--- config.mk ---
export PLATFORM = sky130hd
export DESIGN_NAME = dmem_arbiter_flat
export DESIGN_NICKNAME = d
export VERILOG_FILES = /design/src/rtl/dmem_pkg.sv /design/src/rtl/dmem_arbiter_if.sv /design/src/rtl/dmem_clear_seq.sv /design/src/rtl/dmem_arbiter.sv /design/src/flat_wrapper.sv
export SDC_FILE = /design/constraint.sdc
export NUM_CORES = 1
export LEC_CHECK = 0
export ABC_AREA = 1
export CAP_MARGIN = 20
export CORE_MARGIN = 3
export CORE_UTILIZATION = 30
export CTS_CLUSTER_SIZE = 28
export DETAILED_ROUTE_END_ITERATION = 6
export PLACE_DENSITY_LB_ADDON = 0.05
export SLEW_MARGIN = 20
export SYNTH_ARGS = -nofsm -noshare
export SYNTH_HDL_FRONTEND = slang
export SYNTH_SLANG_ARGS = --single-unit
--- constraint.sdc ---
create_clock -name clk -period 2.98 [get_ports clk]
set_clock_uncertainty 0.1 [all_clocks]
set_input_delay 0.596 -clock clk [delete_from_list [all_inputs] [get_ports clk]]
set_output_delay 0.596 -clock clk [all_outputs]
set_load 0.005 [all_outputs]
--- src/rtl/dmem_pkg.sv ---
// dmem_pkg: shared widths, memory depth, FSM state and requester ids for the data-memory arbiter
package dmem_pkg;
  localparam int DATA_W = 32;
  localparam int ADDR_W = 32;
  localparam int DMEM_DEPTH = 65536;
  typedef enum logic {ST_CLEAR, ST_RUN} state_t;
  typedef enum logic {RQ_CPU, RQ_HOST} rq_t;
endpackage

--- src/rtl/dmem_arbiter_if.sv ---
// dmem_arbiter_if: requester port (req/we/addr/wdata in, gnt/rdata/rvalid/err out); master = requester, slave = arbiter
interface dmem_arbiter_if;
  import dmem_pkg::*;
  logic req;
  logic we;
  logic [ADDR_W-1:0] addr;
  logic [DATA_W-1:0] wdata;
  logic gnt;
  logic [DATA_W-1:0] rdata;
  logic rvalid;
  logic err;
  modport master (output req, we, addr, wdata, input gnt, rdata, rvalid, err);
  modport slave (input req, we, addr, wdata, output gnt, rdata, rvalid, err);
endinterface

--- src/rtl/dmem_clear_seq.sv ---
// dmem_clear_seq: zero-fill address counter 0..DEPTH-1 (clk, rst_n, en in; ptr = address to clear, done after DEPTH-1 issued)
module dmem_clear_seq
  import dmem_pkg::*;
#(
  parameter int DEPTH = DMEM_DEPTH
) (
  input  logic              clk,
  input  logic              rst_n,
  input  logic              en,
  output logic [ADDR_W-1:0] ptr,
  output logic              done
);
  always_ff @(posedge clk or negedge rst_n)
    if (!rst_n) begin
      ptr <= '0;
      done <= 1'b0;
    end else if (en && !done) begin
      done <= ptr == ADDR_W'(DEPTH - 1);
      if (ptr != ADDR_W'(DEPTH - 1)) ptr <= ptr + 1'b1;
    end
endmodule

--- src/rtl/dmem_arbiter.sv ---
// dmem_arbiter: CPU/host data-memory arbiter with registered memory controls and zero-fill (clk, rst_n, cpu/host slave ports, mem_* bus, busy)
module dmem_arbiter
  import dmem_pkg::*;
#(
  parameter int DEPTH = DMEM_DEPTH,
  parameter int HOST_MAX_WAIT = 8,
  parameter int CLEAR_ON_RESET = 1
) (
  input  logic              clk,
  input  logic              rst_n,
  dmem_arbiter_if.slave     cpu,
  dmem_arbiter_if.slave     host,
  output logic [ADDR_W-1:0] mem_read_address,
  output logic [ADDR_W-1:0] mem_write_address,
  output logic              mem_write_enable,
  output logic [DATA_W-1:0] mem_data_in,
  input  logic [DATA_W-1:0] mem_data_out,
  output logic              busy
);
  localparam int WW = $clog2(HOST_MAX_WAIT + 1);
  localparam state_t ST_INIT = CLEAR_ON_RESET != 0 ? ST_CLEAR : ST_RUN;
  state_t state;
  logic [WW-1:0] wait_cnt;
  logic [ADDR_W-1:0] clr_ptr;
  logic clr_done;
  logic clr_issue;
  logic host_win;
  logic cpu_win;
  logic acc;
  logic sel_we;
  logic in_range;
  logic [ADDR_W-1:0] sel_addr;
  logic [DATA_W-1:0] sel_wdata;
  logic p_rd;
  logic p_err;
  rq_t p_id;
  dmem_clear_seq #(.DEPTH(DEPTH)) u_clr (
    .clk,
    .rst_n,
    .en(state == ST_CLEAR),
    .ptr(clr_ptr),
    .done(clr_done)
  );
  always_comb begin
    clr_issue = state == ST_CLEAR && !clr_done;
    host_win = state == ST_RUN && host.req && (!cpu.req || wait_cnt == WW'(HOST_MAX_WAIT));
    cpu_win = state == ST_RUN && cpu.req && !host_win;
    acc = host_win || cpu_win;
    sel_we = host_win ? host.we : cpu.we;
    sel_addr = host_win ? host.addr : cpu.addr;
    sel_wdata = host_win ? host.wdata : cpu.wdata;
    in_range = sel_addr < ADDR_W'(DEPTH);
  end
  assign cpu.gnt = cpu_win;
  assign host.gnt = host_win;
  always_ff @(posedge clk or negedge rst_n)
    if (!rst_n) begin
      state <= ST_INIT;
      busy <= 1'b0;
      wait_cnt <= '0;
      mem_read_address <= '0;
      mem_write_address <= '0;
      mem_write_enable <= 1'b0;
      mem_data_in <= '0;
      p_rd <= 1'b0;
      p_err <= 1'b0;
      p_id <= RQ_CPU;
      cpu.rdata <= '0;
      cpu.rvalid <= 1'b0;
      cpu.err <= 1'b0;
      host.rdata <= '0;
      host.rvalid <= 1'b0;
      host.err <= 1'b0;
    end else begin
      if (state == ST_CLEAR && clr_done) state <= ST_RUN;
      busy <= clr_issue;
      wait_cnt <= (!host.req || host_win) ? '0 : (wait_cnt == WW'(HOST_MAX_WAIT) ? wait_cnt : wait_cnt + 1'b1);
      mem_write_enable <= clr_issue || (acc && sel_we && in_range);
      if (clr_issue) begin
        mem_write_address <= clr_ptr;
        mem_data_in <= '0;
      end else if (acc && sel_we) begin
        mem_write_address <= sel_addr;
        mem_data_in <= sel_wdata;
      end
      if (acc && !sel_we) mem_read_address <= sel_addr;
      p_rd <= acc && !sel_we;
      p_err <= acc && !in_range;
      p_id <= host_win ? RQ_HOST : RQ_CPU;
      cpu.rvalid <= p_rd && p_id == RQ_CPU;
      cpu.err <= p_err && p_id == RQ_CPU;
      if (p_rd && p_id == RQ_CPU) cpu.rdata <= p_err ? '0 : mem_data_out;
      host.rvalid <= p_rd && p_id == RQ_HOST;
      host.err <= p_err && p_id == RQ_HOST;
      if (p_rd && p_id == RQ_HOST) host.rdata <= p_err ? '0 : mem_data_out;
    end
endmodule

--- src/flat_wrapper.sv ---
// flat-port wrapper written by rule: the top's interface ports become plain ports
module dmem_arbiter_flat import dmem_pkg::*;
#(
  parameter int DEPTH = DMEM_DEPTH,
  parameter int HOST_MAX_WAIT = 8,
  parameter int CLEAR_ON_RESET = 1
)
  (clk, rst_n, mem_read_address, mem_write_address, mem_write_enable, mem_data_in, mem_data_out, busy, cpu_req, cpu_we, cpu_addr, cpu_wdata, cpu_gnt, cpu_rdata, cpu_rvalid, cpu_err, host_req, host_we, host_addr, host_wdata, host_gnt, host_rdata, host_rvalid, host_err);
  dmem_arbiter_if cpu_i ();
  dmem_arbiter_if host_i ();
  input  logic clk;
  input  logic rst_n;
  output logic [ADDR_W-1:0] mem_read_address;
  output logic [ADDR_W-1:0] mem_write_address;
  output logic mem_write_enable;
  output logic [DATA_W-1:0] mem_data_in;
  input  logic [DATA_W-1:0] mem_data_out;
  output logic busy;
  input wire logic [$bits(cpu_i.req)-1:0] cpu_req;
  input wire logic [$bits(cpu_i.we)-1:0] cpu_we;
  input wire logic [$bits(cpu_i.addr)-1:0] cpu_addr;
  input wire logic [$bits(cpu_i.wdata)-1:0] cpu_wdata;
  output wire logic [$bits(cpu_i.gnt)-1:0] cpu_gnt;
  output wire logic [$bits(cpu_i.rdata)-1:0] cpu_rdata;
  output wire logic [$bits(cpu_i.rvalid)-1:0] cpu_rvalid;
  output wire logic [$bits(cpu_i.err)-1:0] cpu_err;
  input wire logic [$bits(host_i.req)-1:0] host_req;
  input wire logic [$bits(host_i.we)-1:0] host_we;
  input wire logic [$bits(host_i.addr)-1:0] host_addr;
  input wire logic [$bits(host_i.wdata)-1:0] host_wdata;
  output wire logic [$bits(host_i.gnt)-1:0] host_gnt;
  output wire logic [$bits(host_i.rdata)-1:0] host_rdata;
  output wire logic [$bits(host_i.rvalid)-1:0] host_rvalid;
  output wire logic [$bits(host_i.err)-1:0] host_err;
  assign cpu_i.req = cpu_req;
  assign cpu_i.we = cpu_we;
  assign cpu_i.addr = cpu_addr;
  assign cpu_i.wdata = cpu_wdata;
  assign cpu_gnt = cpu_i.gnt;
  assign cpu_rdata = cpu_i.rdata;
  assign cpu_rvalid = cpu_i.rvalid;
  assign cpu_err = cpu_i.err;
  assign host_i.req = host_req;
  assign host_i.we = host_we;
  assign host_i.addr = host_addr;
  assign host_i.wdata = host_wdata;
  assign host_gnt = host_i.gnt;
  assign host_rdata = host_i.rdata;
  assign host_rvalid = host_i.rvalid;
  assign host_err = host_i.err;
  dmem_arbiter #(.DEPTH(DEPTH), .HOST_MAX_WAIT(HOST_MAX_WAIT), .CLEAR_ON_RESET(CLEAR_ON_RESET)) u_core (.clk(clk), .rst_n(rst_n), .cpu(cpu_i), .host(host_i), .mem_read_address(mem_read_address), .mem_write_address(mem_write_address), .mem_write_enable(mem_write_enable), .mem_data_in(mem_data_in), .mem_data_out(mem_data_out), .busy(busy));
endmodule
==> results of run 1 <==
cells by family (layout without fill, tap and decap cells):
kind of cell               Yosys count  count (layout)
muxes                               39              39
DFF                                207             207
buffers and inverters              143             488
and+or+nand+nor                    686             686
xor gates and xnor gates            30              30
other                                0               1
adders and majority gates            3               3
AOI/OAI and AO/OA                   96              96
cell usage in the layout, fill, tap and decap left out, types with 2 or more instances in the layout:
master / count
nand2_1: 432
clkdlybuf4s50_1: 332
dfrtp_1: 207
nor2_1: 164
inv_1: 78
nand3_1: 47
a31oi_1: 32
mux2_2: 32
xor2_1: 27
clkbuf_16: 26
o31ai_1: 25
o21ai_0: 19
buf_4: 19
nand4_1: 14
nor3_1: 12
o21ai_1: 8
mux2i_1: 7
nand2_2: 6
o21ai_2: 6
clkbuf_8: 6
bufinv_16: 6
buf_12: 6
clkinv_2: 5
inv_2: 4
nor2_4: 4
nor2_2: 3
a21oi_1: 3
xnor2_1: 3
ha_1: 3
clkbuf_1: 2
flip-flops by register name, indices dropped and copies added, names as in the netlist:
register	count
u_core.cpu.rdata	32
u_core.host.rdata	32
u_core.mem_data_in	32
u_core.mem_read_address	32
u_core.mem_write_address	32
u_core.u_clr.ptr	32
u_core.wait_cnt	4
u_core.busy	1
u_core.cpu.err	1
u_core.cpu.rvalid	1
u_core.host.err	1
u_core.host.rvalid	1
u_core.mem_write_enable	1
u_core.p_err	1
u_core.p_id	1
u_core.p_rd	1
u_core.state	1
u_core.u_clr.done	1
layer usage:
| layer | global-route usage (%) | up-vias | part of all wire (%) |
|---|---|---|---|
| li1 | - | 4474 | - |
| met1 | 26.0 | 4155 | 45 |
| met2 | 31.6 | 234 | 47 |
| met3 | 4.88 | 36 | 6.3 |
| met4 | 4.21 | 0 | 1.9 |
| met5 | 0 | - | 0 |
cell usage after synthesis:
cell type  count
a21oi_1        4
a31oi_1       32
and2_1         1
buf_1          7
buf_2         29
buf_4          7
buf_6          4
clkbuf_1      14
dfrtp_1      207
ha_1           3
inv_1         79
inv_2          3
mux2_2        32
mux2i_1        7
nand2_1      432
nand2_2        6
nand3_1       47
nand3_2        1
nand4_1       14
nor2_1       166
nor2_2         3
nor2_4         2
nor3_1        12
nor3b_1        1
o21ai_0       19
o21ai_1        8
o21ai_2        6
o21bai_1       1
o31ai_1       25
o31ai_2        1
or2_2          1
xnor2_1        3
xor2_1        27
area by class of cell:
type | count | area share [%]
Sequential cell | 207 | 35.2
Clock buffer | 34 | 5.03
Tap cell | 435 | 3.69
Clock inverter | 13 | 1.56
Inverter | 82 | 2.09
Antenna cell | 1 | 0.0170
Multi-Input combinational cell | 854 | 27.9
Timing Repair Buffer | 359 | 24.5
power by group:
group	switching [mW]	total, mW	leakage, nW	internal, mW
Combinational	0.158	0.387	3.73	0.230
Clock	1.27	3.53	0.481	2.26
Sequential	0.00334	2.82	2.69	2.82
Total	1.43	6.73	6.90	5.31
timing repair:
action                                  in CTS  in global routing
pin swaps                                    1                  1
setup buffers                                1                  0
resized for setup                            0                  1
endpoints found under the setup margin       1                  1
hold buffers                                 1                  0
endpoints found under the hold margin       66                  0
worst min-delay path: stages, from the launching register on:
cell and delay (ns):
dfrtp_1 0.34, nand2_1 0.05, nand2_1 0.04
worst min-delay path by stage:
stage | from | endpoint | slack [ns] | cells past startpoint
2_1_floorplan | rst_n | u_core.busy | 0.20 | 0
3_3_place_gp | u_core.mem_read_address[21] | u_core.mem_read_address[21] | 0.35 | 2
3_5_place_dp | u_core.mem_read_address[22] | u_core.mem_read_address[22] | 0.36 | 2
4_1_cts | u_core.mem_read_address[19] | u_core.mem_read_address[19] | 0.37 | 2
5_1_grt | u_core.mem_read_address[6] | u_core.mem_read_address[6] | 0.40 | 2
6_report | u_core.mem_read_address[22] | u_core.mem_read_address[22] | 0.37 | 2
through the flow:
stage	instances	instance area [µm²]
after floorplan	1204	9890
after global placement	1934	13700
after detailed placement	1934	13700
after CTS	1983	14700
after global routing	1985	14700
final	1985	14700
==> run_results.csv, run 1 <==
group,metric,value,unit
outcome,status,"completed",
yosys,synth_top_area_cell,"dfrtp_1",
floorplan,dieHeight,188,µm
final_layout,syn_to_final_growth,48.9,%
grt,grt_pass1_wl,54300,µm
route,wl_per_cell,17.6,µm
critical_path,cp-end-kind,"output pin",
grt,grt-ovfl-total,0,
sta,timing.slew.headroom,44.6,%
critical_path,worstPathMaxFanout,6,
yosys,ys_top_cells_by_area,"dfrtp_1, nand2_1, nor2_1, mux2_2, inv_1",
critical_path,reg2regPathDepth,12,
route,vias_per_cell,4.48,
cts,cts.sinks,207,
critical_path,cp.buffers_inverters,2,
placement,hpwl,25800,µm
cts,clockBufferDepth,3,
grt,antenna_found_initial,1,
yosys,ys_types,33,
flow_run,cap_violations,0,
critical_path,cpMaxStageDelayCell,"clkdlybuf4s50_1",
sta,period_minus_slack,2.85,ns
sta,setup-tns-final,0,ns
yosys,muxShareOfSynthArea,4.35,%
floorplan,die-area,0.0352,mm²
critical_path,crit_cells,5,
critical_path,max_stage_delay,0.58,ns
final_layout,nets,1699,
cts,cts-root-buf,"clkbuf_16",
pwr,ir_drop,401,µV
route,num_vias,8899,
floorplan,row_count,65,
critical_path,reg2reg_to,"u_core.mem_read_address[4]",
pwr,p_total,6.73,mW
grt,grt_pass1_vias,9021,
critical_path,r2r_slack,0.61,ns
yosys,synthCells,1204,
yosys,synth_warnings,0,
critical_path,path_class,"flip-flop to output pin",
critical_path,required,2.28,ns
cts,path_clk_slew,0.06,ns
sta,worstMarginPinSlew,0.832,ns
cts,htreeDepth,1,
cts,worst_skew_pair.late_latency,0.53,ns
floorplan,io_pins,334,
yosys,synth_top_family_by_area,"simple AND/OR/NAND/NOR gates",
yosys,synthXorXnorAreaFrac,2.66,%
final_layout,final_util,46.0,%
critical_path,cp_top_family,"buffers and inverters",
pwr,powerDensity,457,mW/mm²
sta,setup_viol,0,
final_layout,seq_area,0.00518,mm²
grt,grt_max_degree,73,
floorplan,core_region_area,0.0320,mm²
worst_hold_path,worst_hold_path_type,"flip-flop to flip-flop",
placement,post-place-ws,0.193,ns
critical_path,worst_setup_path_start_kind,"flip-flop",
yosys,ys_seq_area_share,52.4,%
pwr,p_leak,6.90,nW
sta,finalHoldViolCount,0,
route,dr.pass1.iters,5,
placement,gp_congestion,0.831,
route,wirelength,34900,µm
final_layout,n_fill_cell,3233,
critical_path,cp_cell_sequence,"inv_1 -> ha_1 -> nand3_4 -> a21oi_4 -> clkdlybuf4s50_1",
sta,rsz0062_at_grt,"false",
sta,fin_ws,0.133,ns
yosys,yosys.area_share.simple,27.7,%
sta,slew_violations,0,
critical_path,cp.arrival,2.15,ns
floorplan,die_w,188,µm
yosys,synth_compound_area_share,6.22,%
critical_path,cp-startpoint,"u_core.wait_cnt[0]",
cts,numCtsBuffers,26,
cts,cts_tree,"yes",
final_layout,multi_input_area,0.00412,mm²
yosys,syn-cell-area,0.00989,mm²
route,drtIter0Drc,411,
yosys,synthAdderAreaFrac,0.379,%
sta,holdWs,0.367,ns
route,postRouteAntennaNets,0,
yosys,syn_area_per_cell,8.22,µm²
critical_path,r2r_start,"u_core.wait_cnt[0]",
critical_path,endpoint,"host_gnt",
grt,grt_use_total,19.3,%
yosys,synth_fp_nets,1373,
route,drc_errors,0,
yosys,ys_ff_latch,207,
floorplan,initial_utilization,30.9,%
sta,finalCritPeriodShare,95.5,%
yosys,synth_top_area_share,52.4,%
final_layout,drive_gt1_share,8.39,%
sta,fmax,0.351,GHz
placement,portBuffers,333,
Power figures use the tool's default switching activity.
==> run 2: changes to the inputs <==
Settings changed: ABC_CLOCK_PERIOD_IN_PS from default to 2980, CORE_UTILIZATION 30 to 50.
==> run_results.csv, run 2 (synthesized netlist as in run 1, its figures left out) <==
group,metric,value,unit
critical_path,worstPathMaxFanout,6,
sta,worstMarginPinSlew,0.643,ns
grt,grt-ovfl-total,0,
critical_path,worst_setup_path_start_kind,"flip-flop",
cts,worst_skew_pair.late_latency,0.49,ns
cts,cts_tree,"yes",
final_layout,final_util,74.8,%
route,drc_errors,0,
final_layout,most-common-layout-cells,"nand2_1, clkdlybuf4s50_1, dfrtp_1, nor2_1, inv_1",
grt,grt_max_degree,66,
critical_path,cp.arrival,2.17,ns
cts,path_clk_slew,0.06,ns
cts,numCtsBuffers,22,
placement,portBuffers,333,
floorplan,row_count,50,
critical_path,cp-end-kind,"output pin",
sta,finalCritPeriodShare,96.3,%
route,drtIter0Drc,512,
grt,grt_pass1_wl,49600,µm
cts,cts-root-buf,"clkbuf_16",
route,wl_per_cell,17.4,µm
cts,ctsResizeCount,0,
route,wirelength,31300,µm
placement,gp_congestion,0.953,
sta,period_minus_slack,2.87,ns
critical_path,path_class,"flip-flop to output pin",
sta,setup-tns-final,0,ns
sta,setup_viol,0,
sta,fmax,0.348,GHz
grt,grt_pass1_vias,9007,
critical_path,max_stage_delay,0.56,ns
cts,clockBufferDepth,3,
placement,post-place-ws,0.224,ns
floorplan,core_region_area,0.0191,mm²
cts,cts.sinks,207,
route,dr.pass1.iters,5,
flow_run,cap_violations,0,
sta,slew_violations,0,
floorplan,die_w,147,µm
critical_path,cp_cell_sequence,"inv_1 -> ha_1 -> nand3_2 -> a21oi_4 -> clkdlybuf4s50_1",
pwr,ir_drop,455,µV
sta,timing.slew.headroom,57.1,%
pwr,powerDensity,429,mW/mm²
route,postRouteAntennaNets,0,
final_layout,final_common_cell,"nand2_1",
floorplan,dieHeight,147,µm
critical_path,required,2.28,ns
sta,fin_ws,0.110,ns
placement,hpwl,23300,µm
critical_path,r2r_slack,0.56,ns
critical_path,cpMaxStageDelayCell,"clkdlybuf4s50_1",
final_layout,nets,1696,
final_layout,drive_gt1_share,7.84,%
sta,rsz0062_at_grt,"false",
grt,antenna_found_initial,1,
worst_hold_path,worst_hold_path_type,"flip-flop to flip-flop",
final_layout,antenna_cells,0,
floorplan,initial_utilization,51.8,%
route,num_vias,9229,
grt,grt_use_total,28.5,%
route,vias_per_cell,5.12,
pwr,p_leak,6.77,nW
cts,htreeDepth,1,
final_layout,syn_to_final_growth,44.3,%
sta,finalHoldViolCount,0,
outcome,status,"completed",
floorplan,die-area,0.0215,mm²
floorplan,io_pins,334,
==> run 2: metal layers <==
metal,wire length [µm],track usage [%]
met1,12900,37.8
met2,15400,48.2
met3,2140,5.21
met4,810,7.90
met5,13,0
==> run 2: timing repair <==
item                                    in CTS  in global routing
hold endpoints to repair                    49                  0
hold buffers                                 1                  0
endpoints found under the setup margin       0                  1
setup buffers                                0                  3
==> run 2: worst max-delay path: cells and delay by family (launching register included) <==
family	cells	cell delay, ns
buf+inv	2	0.66
flops	1	0.40
compound gates	1	0.26
simple gates	1	0.19
fa+ha+maj	1	0.17
==> run 2: final cells by class <==
cell class,instances,area [µm²]
tap,260,325
multi-input combinational,854,4100
inverter,82,308
timing repair buffer,360,3580
sequential,207,5180
fill,1469,4810
clock inverter,10,159
clock buffer,30,622
==> run 2: final timing paths <==
path                                                  start                           to  depth (start not counted)
min in group asynchronous                             rst_n         u_core.cpu.rdata[14]                          2
worst min register to register  u_core.mem_read_address[16]  u_core.mem_read_address[16]                          2
worst max register to register           u_core.wait_cnt[0]       u_core.mem_data_in[24]                         11
max in group asynchronous                             rst_n         u_core.cpu.rdata[28]                          3
worst max-delay path                     u_core.wait_cnt[0]                     host_gnt                          5
worst min-delay path            u_core.mem_read_address[16]  u_core.mem_read_address[16]                          2
==> run 2: metrics by stage <==
step	hold slack, ns	power [mW]	area [µm²]	cells
after floorplan	0.200	2.94	9890	1204
after global placement	0.353	3.25	13500	1759
after detailed placement	0.357	3.25	13500	1759
after CTS	0.372	6.17	14200	1800
after global routing	0.386	6.31	14300	1803
final	0.367	6.13	14300	1803
==> run 2: power breakdown <==
group / leakage [nW] / switching, mW / internal (mW)
logic: 3.71 / 0.153 / 0.228
registers: 2.69 / 0.00357 / 2.81
clock network: 0.376 / 1.12 / 1.81
total: 6.77 / 1.27 / 4.86
